$ cat src/rtl/alu_defs_pkg.sv
// Shared definitions for the bit-serial ALU: slice opcodes and controller state encoding.
package alu_defs;

  localparam logic [2:0] OP_AND   = 3'b000;
  localparam logic [2:0] OP_OR    = 3'b001;
  localparam logic [2:0] OP_XOR   = 3'b010;
  localparam logic [2:0] OP_ADD   = 3'b011;
  localparam logic [2:0] OP_SUB   = 3'b100;
  localparam logic [2:0] OP_PASSA = 3'b101;
  localparam logic [2:0] OP_NOTA  = 3'b110;
  localparam logic [2:0] OP_PASSB = 3'b111;

  typedef enum logic [1:0] {
    ST_IDLE = 2'd0,
    ST_RUN  = 2'd1,
    ST_DONE = 2'd2
  } state_t;

endpackage

$ cat src/rtl/serial_alu_ctrl.sv
// Bit-serial sequencer: feeds one ALU slice LSB first, chains carry through a register,
// and assembles a WIDTH-bit result with carry-out, zero flag and a one-cycle done pulse.
module serial_alu_ctrl
  import alu_defs::*;
#(
  parameter int WIDTH = 8,
  parameter int CNT_W = 4
) (
  input  logic             clk,
  input  logic             rst_n,
  input  logic             start,
  input  logic             abort,
  input  logic [2:0]       op,
  input  logic [WIDTH-1:0] a,
  input  logic [WIDTH-1:0] b,
  input  logic             cin,
  output logic             slice_a,
  output logic             slice_b,
  output logic             slice_cin,
  output logic [2:0]       slice_s,
  input  logic             slice_out,
  input  logic             slice_cout,
  output logic             busy,
  output logic             done,
  output logic [WIDTH-1:0] result,
  output logic             cout,
  output logic             zero
);

  localparam logic [CNT_W-1:0] LAST_BIT = CNT_W'(WIDTH - 1);

  state_t           state_q,  state_d;
  logic [WIDTH-1:0] a_sh_q,   a_sh_d;
  logic [WIDTH-1:0] b_sh_q,   b_sh_d;
  logic [WIDTH-1:0] res_sh_q, res_sh_d;
  logic [WIDTH-1:0] result_q, result_d;
  logic [2:0]       op_q,     op_d;
  logic [CNT_W-1:0] cnt_q,    cnt_d;
  logic             carry_q,  carry_d;
  logic             cout_q,   cout_d;
  logic             zero_q,   zero_d;
  logic             busy_q,   busy_d;
  logic             done_q,   done_d;
  logic [WIDTH-1:0] res_next;

  always_comb begin
    state_d  = state_q;
    a_sh_d   = a_sh_q;
    b_sh_d   = b_sh_q;
    res_sh_d = res_sh_q;
    result_d = result_q;
    op_d     = op_q;
    cnt_d    = cnt_q;
    carry_d  = carry_q;
    cout_d   = cout_q;
    zero_d   = zero_q;
    res_next = {slice_out, res_sh_q[WIDTH-1:1]};

    case (state_q)
      ST_IDLE: begin
        if (start) begin
          a_sh_d  = a;
          b_sh_d  = b;
          op_d    = op;
          carry_d = cin;
          cnt_d   = '0;
          state_d = ST_RUN;
        end
      end
      ST_RUN: begin
        // Abort wins over the bit capture of the same edge.
        if (abort) begin
          state_d = ST_IDLE;
        end else begin
          res_sh_d = res_next;
          carry_d  = slice_cout;
          a_sh_d   = a_sh_q >> 1;
          b_sh_d   = b_sh_q >> 1;
          cnt_d    = cnt_q + CNT_W'(1);
          if (cnt_q == LAST_BIT) begin
            result_d = res_next;
            cout_d   = slice_cout;
            zero_d   = (res_next == '0);
            state_d  = ST_DONE;
          end
        end
      end
      ST_DONE: state_d = ST_IDLE;
      default: state_d = ST_IDLE;
    endcase

    busy_d = (state_d == ST_RUN);
    done_d = (state_d == ST_DONE);
  end

  always_ff @(posedge clk or negedge rst_n) begin
    if (!rst_n) begin
      state_q  <= ST_IDLE;
      a_sh_q   <= '0;
      b_sh_q   <= '0;
      res_sh_q <= '0;
      result_q <= '0;
      op_q     <= '0;
      cnt_q    <= '0;
      carry_q  <= 1'b0;
      cout_q   <= 1'b0;
      zero_q   <= 1'b1;
      busy_q   <= 1'b0;
      done_q   <= 1'b0;
    end else begin
      state_q  <= state_d;
      a_sh_q   <= a_sh_d;
      b_sh_q   <= b_sh_d;
      res_sh_q <= res_sh_d;
      result_q <= result_d;
      op_q     <= op_d;
      cnt_q    <= cnt_d;
      carry_q  <= carry_d;
      cout_q   <= cout_d;
      zero_q   <= zero_d;
      busy_q   <= busy_d;
      done_q   <= done_d;
    end
  end

  assign slice_a   = a_sh_q[0];
  assign slice_b   = b_sh_q[0];
  assign slice_cin = carry_q;
  assign slice_s   = op_q;
  assign busy      = busy_q;
  assign done      = done_q;
  assign result    = result_q;
  assign cout      = cout_q;
  assign zero      = zero_q;

endmodule

$ cat config.mk
export PLATFORM = sky130hd
export DESIGN_NAME = serial_alu_ctrl
export DESIGN_NICKNAME = d
export VERILOG_FILES = /design/src/rtl/alu_defs_pkg.sv /design/src/rtl/serial_alu_ctrl.sv
export SDC_FILE = /design/constraint.sdc
export NUM_CORES = 1
export LEC_CHECK = 0
export ABC_AREA = 1
export CORE_UTILIZATION = 25
export DETAILED_ROUTE_END_ITERATION = 7
export DONT_BUFFER_PORTS = 1
export PLACE_DENSITY = 0.47
export SLEW_MARGIN = 20
export SYNTH_ARGS = -nofsm -noshare
export SYNTH_HDL_FRONTEND = slang
export SYNTH_SLANG_ARGS = --single-unit
$ cat constraint.sdc
create_clock -name clk -period 3.4 [get_ports clk]
set_input_delay 0.85 -clock clk [delete_from_list [all_inputs] [get_ports clk]]
set_output_delay 0.85 -clock clk [all_outputs]
set_load 0.05 [all_outputs]
======== After elaboration in Yosys (flattened, before gate mapping) ========
Index checks and enable logic that the tools add are counted.
word-level totals
  register bits after elaboration ......... 46
  bits of input ports ..................... 26
  word-level logic and storage cells ...... 43
  output and inout port bits .............. 18
operators by class
  bitwise gates (word level) .............. 1
  reductions and logical operators ........ 7
  $add $sub $neg .......................... 1
  equality and inequality tests ........... 6
  multiplexer cells ....................... 16
operators with widths
  operator                                                          number
  8-bit 2-to-1 mux                                                  4
  8-bit one-hot mux with 2 select lines                             2
  8-bit logical NOT                                                 1
  4-bit 2-to-1 mux                                                  2
  4-bit one-hot mux with 2 select lines                             1
  2-bit 2-to-1 mux                                                  3
  3-bit AND reduction                                               2
  4-bit by 1-bit adder with 4-bit output (second input constant)    1
  2-bit by 1-bit == test with 1-bit output (second input constant)  2
  4-bit by 3-bit == test with 1-bit output (second input constant)  1
  2-bit inequality test (second input constant)                     2
  2-bit one-hot mux with 2 select lines                             1
  2-bit AND reduction                                               2
  2-bit == test (second input constant)                             1
  2-bit logical NOT                                                 1
  1-bit 2-to-1 mux                                                  2
  1-bit one-hot mux with 2 select lines                             1
  2-bit nonzero test                                                1
  1-bit NOT                                                         1

======== Depth between registers and ports, before layout ========
  word-level depth ........................ 5
  depth in mapped cells ................... 7
  mapped depth without buffers ............ 7

======== Worst setup path after synthesis ========
Ideal clock, no wire load.
  path type ............................... register -> output
  start ................................... reg zero_q, in the netlist zero
  end ..................................... out zero
  stages on the path, launching flop included .. 1
  path buffers ............................ 0
  required time ........................... 2.550 ns
  arrival time ............................ 0.664 ns
  slack ................................... 1.886 ns
  path through ............................ dfstp_2
RTL lines
  element                   RTL line                source
  start: declaration        serial_alu_ctrl.sv:41   logic zero_q, zero_d;
  start signal: assignment  serial_alu_ctrl.sv:120  zero_q <= zero_d;
  end: declaration          serial_alu_ctrl.sv:27   output logic zero
No word-level cell between the ends.

======== Final worst setup path ========
  start ................................... reg state_q[0]
  end ..................................... reg b_sh_q[2]
on the way
  longest elaborated chain between the ends .. 3
  elaborated cells on any way between the ends .. 7
  classes of those cells .................. 3 x eq/ne; 1 x mux; 3 x reduce/logical
ends and longest elaborated chain
  element                                                                        RTL line                source
  start: declaration                                                             serial_alu_ctrl.sv:32   state_t state_q, state_d;
  start signal: assignment                                                       serial_alu_ctrl.sv:111  state_q <= state_d;
  2-bit by 1-bit == test with 1-bit output or 2-bit logical NOT (tied branches)  serial_alu_ctrl.sv:59   case (state_q)
  2-bit inequality test (no line) or 2-bit nonzero test (tied branches)          n/a
  3-bit AND reduction (no line)                                                  n/a
  end signal: assignment                                                         serial_alu_ctrl.sv:113  b_sh_q <= b_sh_d;
  end: declaration                                                               serial_alu_ctrl.sv:34   logic [WIDTH-1:0] b_sh_q, b_sh_d;
Parallel ways exist; a longest one is shown, timed or not.
A chain may end at the register's enable or synchronous reset.

==> impl_metrics.sql <==
INSERT INTO impl_metrics (metric_group, metric, value, unit) VALUES
('synthesis', 'synth_ff_type', 'sky130_fd_sc_hd__dfrtp_1', ''),
('synthesis', 'post_synth_inst_count', '223', ''),
('floorplanning', 'die_width', '89.9', 'um'),
('synthesis', 'synth.yosys.warnings', '0', ''),
('worst_setup_path', 'rr_worst_depth', '5', ''),
('finish', 'fillerInstances', '822', ''),
('synthesis', 'synth_top_cells_by_area', 'sky130_fd_sc_hd__dfrtp_1 (57%), sky130_fd_sc_hd__nand2_1 (13%), sky130_fd_sc_hd__o21ai_1 (9.8%)', ''),
('global_routing', 'gr-max-usage-layer', 'met2', ''),
('floorplanning', 'design.die.area', '8090', 'sq um'),
('timing', 'report.final.slew_viol_count', '0', ''),
('routing', 'drtAntennaViolNets', '0', ''),
('global_routing', 'grt.met1_usage', '13.7', '%'),
('pwr', 'vdd_ir_drop_max', '0.000145', 'V'),
('synthesis', 'share_of_cell_area_taken_by_muxes_after_synthesis', '0', '%'),
('synthesis', 'synth_top_family_by_area', 'simple AND/OR/NAND/NOR gates', ''),
('synthesis', 'yosys.cell_types.count', '20', ''),
('synthesis', 'post_synthesis_adder_cell_area_fraction', '0.647', '%'),
('placement', 'gpl_wtd_cong', '0.688', ''),
('worst_setup_path', 'critPathMaxStageDelay', '0.78', 'ns'),
('timing', 'hold_viol_final', '0', ''),
('worst_setup_path', 'worst_path_cell_chain', 'nor2_2, nand2_1, nand2_1, nand2_1, o21ai_1', ''),
('finish', 'fraction_of_final_layout_cells_with_drive_strength_greater_than_1', '8.11', '%'),
('timing', 'setup_repair_after_global_routing_missed_its_margin', 'false', ''),
('synthesis', 'synth.cell_area', '1930', 'sq um'),
('worst_setup_path', 'worst_path_most_repeated_cell', 'sky130_fd_sc_hd__nand2_1', ''),
('synthesis', 'synth-simple-area-share', '20.0', '%'),
('synthesis', 'seq_area_frac_synth', '58.3', '%'),
('timing', 'final.setup.tns', '0', 'ns'),
('synthesis', 'postSynthAreaPerCell', '8.67', 'sq um'),
('run_status', 'status', 'complete, no violations', ''),
('worst_setup_path', 'path_depth', '5', ''),
('timing', 'setup_viol', '0', ''),
('finish', 'nNetsFinal', '248', ''),
('routing', 'vias_per_cell', '4.21', ''),
('placement', 'hpwl', '2630', 'um'),
('routing', 'avgRoutedWirePerCell', '12.1', 'um'),
('finish', 'flow.area_growth_from_synthesis', '8.54', '%'),
('finish', 'antenna_cells', '0', ''),
('global_routing', 'grt_start_max_net_pins', '46', ''),
('worst_setup_path', 'worst-path-max-fanout', '30', ''),
('floorplanning', 'area_of_the_placeable_core', '7370', 'sq um'),
('pwr', 'cellPowerDensity', '662', 'nW/um^2'),
('clocking', 'clkSinkCount', '45', ''),
('synthesis', 'syn_nets', '250', ''),
('finish', 'postLayoutCellArea', '2100', 'sq um'),
('floorplanning', 'die_y', '89.9', 'um'),
('clocking', 'cts-buffers-inserted', '5', ''),
('floorplanning', 'initial_core_util', '26.2', '%'),
('worst_setup_path', 'wp_buf_inv', '0', ''),
('placement', 'detailed_place.area', '2000', 'sq um'),
('synthesis', 'post-synth-top-area-fraction', '57.0', '%'),
('timing', 'final_period_minus_worst_setup_slack', '2.04', 'ns'),
('run', 'cap_viol_max_count', '0', ''),
('global_routing', 'grt_util_met2', '14.6', '%'),
('finish', 'post-route-util', '28.5', '%'),
('synthesis', 'synth-compound-area-share', '12.9', '%'),
('worst_setup_path', 'timing.critical_path.arrival', '2.25', 'ns'),
('finish', 'multi_input_comb_area', '649', 'sq um'),
('clocking', 'cts-root-to-sink-buffers', '2', ''),
('floorplanning', 'io_pins', '44', ''),
('timing', 'relSlewSlack', '38.4', '%'),
('clocking', 'cts.clk_slew.worst_paths', '0.09', 'ns'),
('routing', 'via_count', '1353', ''),
('worst_hold_path', 'hold_path_class', 'in -> async', ''),
('worst_setup_path', 'required', '3.61', 'ns'),
('routing', 'detailedRoute.firstPassIterationCount', '4', ''),
('routing', 'initialDrtViolationCount', '91', ''),
('clocking', 'cts-root-buf', 'sky130_fd_sc_hd__clkbuf_8', ''),
('global_routing', 'use_met3', '3.38', '%'),
('clocking', 'post_cts_resize_count', '0', ''),
('timing', 'final.setup_skew', '0.0135', 'ns');
## state kept, by name (all words and copies together) (netlist names)
name / cells
cnt_q: 4
busy: 1
a_sh_q: 8
slice_cin: 1
state_q: 2
result: 8
cout: 1
slice_s: 3
res_sh_q: 7
zero: 1
done: 1
b_sh_q: 8
## Yosys cell counts, types with 2 or more instances
| library cell | number |
|---|---|
| sky130_fd_sc_hd__a21oi_1 | 2 |
| sky130_fd_sc_hd__o21ai_1 | 38 |
| sky130_fd_sc_hd__nor2_1 | 6 |
| sky130_fd_sc_hd__nand3_1 | 12 |
| sky130_fd_sc_hd__nand2_1 | 68 |
| sky130_fd_sc_hd__nor2_2 | 2 |
| sky130_fd_sc_hd__buf_2 | 5 |
| sky130_fd_sc_hd__inv_1 | 22 |
| sky130_fd_sc_hd__buf_4 | 3 |
| sky130_fd_sc_hd__dfrtp_1 | 44 |
| sky130_fd_sc_hd__o21ai_0 | 10 |
| sky130_fd_sc_hd__inv_2 | 3 |
## stage by stage
| step | worst slack, ns | hold WS (ns) | instances | power [mW] |
|---|---|---|---|---|
| floorplan | 1.89 | 0.459 | 223 | 1.00 |
| global placement | 1.20 | 0.476 | 313 | 1.05 |
| detailed placement | 1.15 | 0.479 | 313 | 1.05 |
| CTS | 1.34 | 0.219 | 321 | 1.41 |
| global route | 1.05 | 0.210 | 321 | 1.49 |
| finish | 1.36 | 0.236 | 321 | 1.39 |
## cell families (layout without fill, tap and decap cells)
group | count (synthesis) | in the layout
AO/OA/AOI/OAI | 50 | 50
AND/OR/NAND/NOR | 92 | 92
buffers and inverters | 35 | 34
adder cells (fa/ha/maj) | 1 | 1
flip-flops | 45 | 45
## power by group
group | internal [mW] | switching [mW]
Sequential | 0.646 | 0.142
Combinational | 0.0892 | 0.162
Clock | 0.165 | 0.185
## worst paths after layout
check | startpoint | slack, ns | to
setup / recovery | state_q[0] | 1.36 | b_sh_q[2]
max in group asynchronous | rst_n | 2.98 | zero
min in group clk | res_sh_q[4] | 0.50 | res_sh_q[4]
hold / removal | rst_n | 0.24 | result[7]
setup reg to reg | state_q[0] | 1.36 | b_sh_q[2]
hold reg to reg | res_sh_q[4] | 0.50 | res_sh_q[4]
## metal layers
layer | wire length [um] | vias to the layer above
li1 | - | 698
met1 | 1980 | 618
met2 | 1620 | 34
met3 | 249 | 3
met4 | 32 | 0
met5 | 0 | -
## cell type report
cell class,count,share of cell area [%]
Sequential cell,45,53.7
Timing Repair Buffer,1,0.358
Clock inverter,2,0.656
Multi-Input combinational cell,143,30.9
Clock buffer,6,3.94
Tap cell,99,5.90
Inverter,25,4.47
## placed cells by master, fill, tap and decap left out, drive strengths merged
master   n
nand2   70
o21ai   48
dfrtp   44
inv     25
nand3   12
nor2     9
clkbuf   6
a21oi    2
clkinv   2
nand3b   1
ha       1
buf      1
dfstp    1
Note: power is estimated with default switching activity, not from simulation.
